`src/rtl/muldiv_if.sv`:
```
// Request/response channel between an issuing pipeline and the multiply/divide unit.
interface muldiv_if #(
  parameter int XLEN = 32
);
  logic            in_valid;
  logic            in_ready;
  logic [2:0]      funct3;
  logic [XLEN-1:0] rs1_val;
  logic [XLEN-1:0] rs2_val;
  logic [4:0]      rd;
  logic            out_valid;
  logic            out_ready;
  logic [XLEN-1:0] out_value;
  logic [4:0]      out_rd;

  modport master (
    output in_valid, funct3, rs1_val, rs2_val, rd, out_ready,
    input  in_ready, out_valid, out_value, out_rd
  );

  modport slave (
    input  in_valid, funct3, rs1_val, rs2_val, rd, out_ready,
    output in_ready, out_valid, out_value, out_rd
  );
endinterface

```
`src/rtl/muldiv_unit.sv`:
```
// RV32M multiply/divide unit: restoring divider and shift-add multiplier on
// operand magnitudes, with an optional single-cycle multiplier and early-out
// results for divide-by-zero and signed overflow.
module muldiv_unit #(
  parameter int XLEN     = 32,
  parameter bit FAST_MUL = 1'b1
) (
  input  logic     clk,
  input  logic     rst_n,
  input  logic     flush,
  output logic     busy,
  muldiv_if.slave  bus
);
  localparam int CW = $clog2(XLEN + 1);

  typedef enum logic [1:0] {IDLE, CALC, DONE} state_t;

  state_t            r_state, w_state_next;
  logic [CW-1:0]     r_cnt;
  logic [2:0]        r_op;
  logic [4:0]        r_rd;
  logic              r_neg;    // sign of product / quotient
  logic              r_rneg;   // sign of remainder
  logic [XLEN-1:0]   r_hi;     // partial remainder / product high half
  logic [XLEN-1:0]   r_lo;     // quotient / multiplier bits shifting out
  logic [XLEN-1:0]   r_b;      // divisor / multiplicand magnitude
  logic [XLEN-1:0]   r_out_value;
  logic [4:0]        r_out_rd;

  // Apply the result sign and pick the part of the result the op returns.
  function automatic logic [XLEN-1:0] f_select(
    input logic [2:0]        op,
    input logic [2*XLEN-1:0] prod,
    input logic [XLEN-1:0]   quo,
    input logic [XLEN-1:0]   rem,
    input logic              neg,
    input logic              rneg
  );
    logic [2*XLEN-1:0] p;
    p = neg ? -prod : prod;
    case (op)
      3'b000:                 f_select = p[XLEN-1:0];
      3'b001, 3'b010, 3'b011: f_select = p[2*XLEN-1:XLEN];
      3'b100, 3'b101:         f_select = neg ? -quo : quo;
      default:                f_select = rneg ? -rem : rem;
    endcase
  endfunction

  // Request decode: operand signedness, magnitudes and early-out cases.
  logic              w_is_div, w_s1, w_s2, w_a_neg, w_b_neg;
  logic [XLEN-1:0]   w_a_mag, w_b_mag, w_direct_val;
  logic              w_div0, w_ovf, w_direct, w_accept;
  logic [2*XLEN-1:0] w_fast_prod;

  assign w_is_div = bus.funct3[2];
  assign w_s1     = (bus.funct3 == 3'b001) || (bus.funct3 == 3'b010) ||
                    (bus.funct3 == 3'b100) || (bus.funct3 == 3'b110);
  assign w_s2     = (bus.funct3 == 3'b001) || (bus.funct3 == 3'b100) ||
                    (bus.funct3 == 3'b110);
  assign w_a_neg  = w_s1 && bus.rs1_val[XLEN-1];
  assign w_b_neg  = w_s2 && bus.rs2_val[XLEN-1];
  assign w_a_mag  = w_a_neg ? -bus.rs1_val : bus.rs1_val;
  assign w_b_mag  = w_b_neg ? -bus.rs2_val : bus.rs2_val;
  assign w_div0   = w_is_div && (bus.rs2_val == '0);
  assign w_ovf    = ((bus.funct3 == 3'b100) || (bus.funct3 == 3'b110)) &&
                    (bus.rs1_val == {1'b1, {(XLEN-1){1'b0}}}) && (bus.rs2_val == '1);
  assign w_direct = w_div0 || w_ovf || (FAST_MUL && !w_is_div);
  assign w_accept = bus.in_valid && (r_state == IDLE) && !flush;
  assign w_fast_prod = {{XLEN{1'b0}}, w_a_mag} * {{XLEN{1'b0}}, w_b_mag};

  // Early-out result chosen at the accepting edge.
  always_comb begin
    w_direct_val = '0;
    if (w_div0)
      w_direct_val = bus.funct3[1] ? bus.rs1_val : '1;
    else if (w_ovf)
      w_direct_val = bus.funct3[1] ? '0 : {1'b1, {(XLEN-1){1'b0}}};
    else
      w_direct_val = f_select(bus.funct3, w_fast_prod, '0, '0, w_a_neg ^ w_b_neg, 1'b0);
  end

  // One iteration step: restoring-divide bit or shift-add multiply bit.
  logic [XLEN:0]   w_rem_sh, w_sum;
  logic [XLEN+1:0] w_diff;
  logic            w_div_ok;
  logic [XLEN-1:0] w_hi_nx, w_lo_nx;

  assign w_rem_sh = {r_hi, r_lo[XLEN-1]};
  assign w_diff   = {1'b0, w_rem_sh} - {2'b00, r_b};
  assign w_div_ok = !w_diff[XLEN+1];
  assign w_sum    = {1'b0, r_hi} + (r_lo[0] ? {1'b0, r_b} : '0);

  // Select the divider or multiplier next-state for the working registers.
  always_comb begin
    w_hi_nx = w_sum[XLEN:1];
    w_lo_nx = {w_sum[0], r_lo[XLEN-1:1]};
    if (r_op[2]) begin
      w_hi_nx = w_div_ok ? w_diff[XLEN-1:0] : w_rem_sh[XLEN-1:0];
      w_lo_nx = {r_lo[XLEN-2:0], w_div_ok};
    end
  end

  // State register.
  always_ff @(posedge clk or negedge rst_n) begin
    if (!rst_n) r_state <= IDLE;
    else        r_state <= w_state_next;
  end

  // Next-state logic; flush overrides everything.
  always_comb begin
    w_state_next = r_state;
    case (r_state)
      IDLE: if (w_accept) w_state_next = w_direct ? DONE : CALC;
      CALC: if (r_cnt == CW'(1)) w_state_next = DONE;
      DONE: if (bus.out_ready) w_state_next = IDLE;
      default: w_state_next = IDLE;
    endcase
    if (flush) w_state_next = IDLE;
  end

  // Operand capture, iteration and result registers.
  always_ff @(posedge clk or negedge rst_n) begin
    if (!rst_n) begin
      r_cnt       <= '0;
      r_op        <= '0;
      r_rd        <= '0;
      r_neg       <= 1'b0;
      r_rneg      <= 1'b0;
      r_hi        <= '0;
      r_lo        <= '0;
      r_b         <= '0;
      r_out_value <= '0;
      r_out_rd    <= '0;
    end else if (w_accept) begin
      r_op   <= bus.funct3;
      r_rd   <= bus.rd;
      r_neg  <= w_a_neg ^ w_b_neg;
      r_rneg <= w_a_neg;
      r_cnt  <= w_direct ? '0 : CW'(XLEN);
      r_hi   <= '0;
      r_lo   <= w_is_div ? w_a_mag : w_b_mag;
      r_b    <= w_is_div ? w_b_mag : w_a_mag;
      if (w_direct) begin
        r_out_value <= w_direct_val;
        r_out_rd    <= bus.rd;
      end
    end else if ((r_state == CALC) && !flush) begin
      r_hi  <= w_hi_nx;
      r_lo  <= w_lo_nx;
      r_cnt <= r_cnt - CW'(1);
      if (r_cnt == CW'(1)) begin
        r_out_value <= f_select(r_op, {w_hi_nx, w_lo_nx}, w_lo_nx, w_hi_nx, r_neg, r_rneg);
        r_out_rd    <= r_rd;
      end
    end
  end

  assign bus.in_ready  = (r_state == IDLE);
  assign bus.out_valid = (r_state == DONE);
  assign bus.out_value = r_out_value;
  assign bus.out_rd    = r_out_rd;
  assign busy          = (r_state != IDLE);
endmodule

```
`src/flat_wrapper.sv`:
```
// flat-port wrapper written by rule: the top's interface ports become plain ports
module muldiv_unit_flat 
#(
  parameter int XLEN     = 32,
  parameter bit FAST_MUL = 1'b1
)
  (clk, rst_n, flush, busy, bus_in_valid, bus_funct3, bus_rs1_val, bus_rs2_val, bus_rd, bus_out_ready, bus_in_ready, bus_out_valid, bus_out_value, bus_out_rd);
  muldiv_if #(.XLEN(XLEN)) bus_i ();
  input  logic clk;
  input  logic rst_n;
  input  logic flush;
  output logic busy;
  input wire logic [$bits(bus_i.in_valid)-1:0] bus_in_valid;
  input wire logic [$bits(bus_i.funct3)-1:0] bus_funct3;
  input wire logic [$bits(bus_i.rs1_val)-1:0] bus_rs1_val;
  input wire logic [$bits(bus_i.rs2_val)-1:0] bus_rs2_val;
  input wire logic [$bits(bus_i.rd)-1:0] bus_rd;
  input wire logic [$bits(bus_i.out_ready)-1:0] bus_out_ready;
  output wire logic [$bits(bus_i.in_ready)-1:0] bus_in_ready;
  output wire logic [$bits(bus_i.out_valid)-1:0] bus_out_valid;
  output wire logic [$bits(bus_i.out_value)-1:0] bus_out_value;
  output wire logic [$bits(bus_i.out_rd)-1:0] bus_out_rd;
  assign bus_i.in_valid = bus_in_valid;
  assign bus_i.funct3 = bus_funct3;
  assign bus_i.rs1_val = bus_rs1_val;
  assign bus_i.rs2_val = bus_rs2_val;
  assign bus_i.rd = bus_rd;
  assign bus_i.out_ready = bus_out_ready;
  assign bus_in_ready = bus_i.in_ready;
  assign bus_out_valid = bus_i.out_valid;
  assign bus_out_value = bus_i.out_value;
  assign bus_out_rd = bus_i.out_rd;
  muldiv_unit #(.XLEN(XLEN), .FAST_MUL(FAST_MUL)) u_core (.clk(clk), .rst_n(rst_n), .flush(flush), .busy(busy), .bus(bus_i));
endmodule
```
`config.mk`:
```
export PLATFORM = sky130hd
export DESIGN_NAME = muldiv_unit_flat
export DESIGN_NICKNAME = d
export VERILOG_FILES = /design/src/rtl/muldiv_if.sv /design/src/rtl/muldiv_unit.sv /design/src/flat_wrapper.sv
export SDC_FILE = /design/constraint.sdc
export NUM_CORES = 2
export LEC_CHECK = 0
export ABC_AREA = 1
export BUFFER_PORTS_ARGS = -buffer_cell sky130_fd_sc_hd__buf_4
export CORE_AREA = 2 2 358 360
export DETAILED_ROUTE_END_ITERATION = 10
export DIE_AREA = 0 0 360 362
export GPL_TIMING_DRIVEN = 0
export PLACE_DENSITY = 0.64
export SLEW_MARGIN = 20
export SYNTH_ARGS = -nofsm -noshare
export SYNTH_HDL_FRONTEND = slang
export SYNTH_SLANG_ARGS = --single-unit
export TNS_END_PERCENT = 50
```
`constraint.sdc`:
```
create_clock -name clk -period 4.3 [get_ports clk]
set_input_delay 0.215 -clock clk [delete_from_list [all_inputs] [get_ports clk]]
set_output_delay 0.215 -clock clk [all_outputs]
set_load 0.05 [all_outputs]
```
==> flow_metrics.env <==
export IMPL_finalClockSkew_ns=0.0197
export IMPL_maxSlewViolCount=0
export IMPL_async_flop_share_pct=100
export IMPL_min_period_over_period_pct=217
export IMPL_fp_dieW_um=360
export IMPL_globalRoute_totalOverflow=0
export IMPL_clock_sinks=151
export IMPL_slew_headroom_pct=17.5
export IMPL_holdPathStages=4
export IMPL_cp_max_fo=6
export IMPL_final_core_util_pct=53.0
export IMPL_hold_path_class="in -> reg"
export IMPL_syn_inst=8013
export IMPL_numCtsBuffers=17
export IMPL_fillers=12674
export IMPL_holdPathEnd="u_core.r_state[1]$_DFFE_PN0P_"
export IMPL_holdCritStartpoint="flush"
export IMPL_netlist_area_leader_share_pct=33.2
export IMPL_ant_nets=0
export IMPL_fmax_mhz=107
export IMPL_start_util_pct=42.7
export IMPL_synth_area_leader_cell="fa_1"
export IMPL_startpoint_type="primary input"
export IMPL_grt_antenna_before_repair=14
export IMPL_arrival_ns=9.77
export IMPL_ys_seq_area_share_pct=6.98
export IMPL_multi_input_area_sq_um=47200
export IMPL_tightest_slew_ns=1.23
export IMPL_crit_family="adder cells"
export IMPL_max_cap_viol_count=0
export IMPL_avgRoutedWirePerCell_um=29.4
export IMPL_r2r_end="u_core.bus.out_value[8]$_DFFE_PN0P_"
export IMPL_clkTransAtPathRegs_ns=0.07
export IMPL_grt_max_degree=92
export IMPL_fin_cells=10174
export IMPL_drcViolationCount=0
export IMPL_fin_crit_ns=9.34
export IMPL_path_buf_inv=10
export IMPL_area_delta_synth_final_pct=24.1
export IMPL_die_h_um=362
export IMPL_clk_path_buf_depth=2
export IMPL_ys_flop_type="dfrtp_1"
export IMPL_ys_warnings_count=0
export IMPL_cp_common_cell="nand2_2"
export IMPL_yosysUniqueCellTypes=63
export IMPL_violations="negative setup slack"
export IMPL_register_area_sq_um=3780
export IMPL_reg2reg_slack_ns=-1.11
export IMPL_synth_area_leaders="fa_1, nand2_1, inv_1, ha_1, nor2_1"
export IMPL_rsz0062_at_grt="true"
export IMPL_drtIter0Drc=7238
export IMPL_grt_pass1_vias=57759
export IMPL_required_ns=4.73
export IMPL_h_tree_depth=4
export IMPL_status="finished, violations left"
export IMPL_syn_area_sq_um=54100
export IMPL_finalHoldViolCount=0
export IMPL_core_sq_um=127000
export IMPL_dpl_hpwl_mm=242
export IMPL_r2r_cells=30
export IMPL_setup_viol=32
export IMPL_worst_slack_ns=-5.04
export IMPL_placedCellCount=9801
export IMPL_cts_tree="yes"
export IMPL_row_count=131
export IMPL_drt_pass1_iterations=7
export IMPL_grt_pass1_wl_mm=418
export IMPL_ys_seq_elements=151
export IMPL_synth_edf_count=0
export IMPL_globalRouteTotalUtil_pct=45.4
export IMPL_crit_type="in -> reg"
export IMPL_max_stage_delay_ns=0.73
export IMPL_endpoint_kind="flop"
export IMPL_insertion_delay_ns=0.51
export IMPL_root_buffer="clkbuf_16"
export IMPL_cp_slowest_cell="fa_2"
export IMPL_vias=58801
export IMPL_numPortBuffers=116
export IMPL_ioPinCount=117
export IMPL_finalWirelength_mm=299
export IMPL_finalNetCount=9802
export IMPL_syn_area_per_cell_sq_um=6.76
export IMPL_rr_startpoint="u_core.r_b[19]$_DFFE_PN0P_"
export IMPL_drive_above_1_share_pct=19.8
export IMPL_gp_congestion=1.08
export IMPL_syn_nets=9323
export IMPL_dieArea_sq_um=130000
export IMPL_viasPerCell=5.78
==> synth_stat cells (6+ instances only) <==
library cell  instances
nand3_2               6
nand4_1              82
buf_6                 8
nor2_1             1027
nand3b_1             31
o22ai_1              25
o21ai_2               9
buf_1                20
o211ai_1             18
inv_1              1690
buf_4                 7
clkinv_1             24
nand2_2              30
fa_1                898
clkbuf_1            221
and2_1                6
inv_2                16
nand2_1            2115
xnor2_1              23
nor2_4                7
buf_2                31
nor3_1               54
o221ai_1             45
o21bai_1             23
dfrtp_1             151
nand3_1             441
xor2_1               77
a21oi_1             169
ha_1                335
or2_2                16
o21ai_1              26
o21ai_0             256
nor2_2               19
nor4_1               16
a31oi_1              20
a21o_1                8
a22oi_1              14
==> cell families after synthesis <==
| kind of cell | synth area share, % |
|---|---|
| AO/OA/AOI/OAI | 6.91 |
| XOR/XNOR | 1.62 |
| adder cells (fa/ha/maj) | 40.9 |
| buffers and inverters | 14.2 |
| flip-flops | 6.98 |
| AND/OR/NAND/NOR | 29.3 |
==> state kept, by name (all words and copies together), names as in the netlist <==
| register | count |
|---|---|
| u_core.r_neg | 1 |
| u_core.r_state | 2 |
| u_core.bus.out_value | 32 |
| u_core.r_rd | 5 |
| u_core.r_op | 3 |
| u_core.r_b | 32 |
| u_core.r_lo | 32 |
| u_core.r_hi | 32 |
| u_core.bus.out_rd | 5 |
| u_core.r_cnt | 6 |
| u_core.r_rneg | 1 |
==> cell type report <==
class | instances | share of cell area, %
Clock buffer | 19 | 0.674
Tap cell | 1662 | 3.09
Multi-Input combinational cell | 5845 | 70.2
Clock inverter | 13 | 0.197
Sequential cell | 151 | 5.62
Buffer | 282 | 3.91
Antenna cell | 7 | 0.0261
Inverter | 1730 | 10.1
Timing Repair Buffer | 465 | 6.18
==> routing by layer <==
| metal | share of wire [%] | track usage (%) | vias to the layer above | wire length (um) |
|---|---|---|---|---|
| li1 | - | - | 25095 | - |
| met1 | 37 | 55.8 | 28780 | 110000 |
| met2 | 41 | 65.8 | 3894 | 121000 |
| met3 | 13 | 16.9 | 1016 | 40200 |
| met4 | 9.3 | 31.5 | 16 | 27700 |
| met5 | 0.068 | 0 | - | 204 |
==> worst min-delay path: stages <==
cell and delay [ns]:
buf_4 0.09, inv_1 0.04, nand2_1 0.06, o21ai_0 0.06
==> placed cells by master, fill, tap and decap left out, types with 20 or more instances in the layout <==
master,n
nand3b_1,31
buf_4,407
nor3_1,34
inv_2,74
clkbuf_4,42
o22ai_1,25
nand2_2,187
fa_1,822
nand3_1,349
clkbuf_16,46
o221ai_1,44
a21oi_2,23
o21ai_0,232
nand2_1,1859
clkbuf_1,80
buf_6,39
o21ai_1,31
nor2_4,87
nand4_1,82
fa_2,76
a21oi_1,135
o21ai_2,20
clkinvlp_4,24
inv_1,1591
nand3_2,79
dfrtp_1,151
buf_12,40
nor2_1,858
ha_4,28
buf_2,23
nand2_4,94
xor2_4,23
xor2_1,48
ha_1,298
nor2_2,108
clkbuf_8,32
==> through the flow <==
stage | setup WS (ns) | setup TNS (ns) | hold slack [ns] | area, sq um
global placement | -9.08 | -284.67 | 0.412 | 57800
detailed placement | -8.19 | -252.81 | 0.218 | 58200
global route | -5.32 | -164.34 | 0.0535 | 67200
finish | -5.04 | -156.77 | 0.0213 | 67200
floorplan | -3.87 | -119.93 | -0.0806 | 54900
CTS | -4.77 | -148.78 | 0.00683 | 64900
==> how the worst max path moves through the flow <==
| stage | startpoint | end | slack (ns) | cells past startpoint |
|---|---|---|---|---|
| after floorplan | bus_rs1_val[0] | u_core.bus.out_value[29]$_DFFE_PN0P_ | -3.87 | 49 |
| after global placement | bus_funct3[1] | u_core.bus.out_value[23]$_DFFE_PN0P_ | -9.08 | 40 |
| after detailed placement | bus_funct3[2] | u_core.bus.out_value[23]$_DFFE_PN0P_ | -8.19 | 42 |
| after CTS | bus_rs1_val[1] | u_core.bus.out_value[21]$_DFFE_PN0P_ | -4.77 | 50 |
| after global routing | bus_rs1_val[1] | u_core.bus.out_value[16]$_DFFE_PN0P_ | -5.32 | 48 |
| final | bus_rs2_val[0] | u_core.bus.out_value[25]$_DFFE_PN0P_ | -5.04 | 50 |
==> repair_timing <==
action | in CTS | in global routing
pin swaps | 241 | 224
setup buffers | 224 | 101
setup endpoints to repair | 32 | 32
hold buffers | 7 | 0
hold endpoints to repair | 68 | 0
gates resized for setup | 1097 | 418
gates cloned | 4 | 3
Power is not shown: default switching activity piles up to over one toggle a cycle in this logic, so the estimate is an artifact.
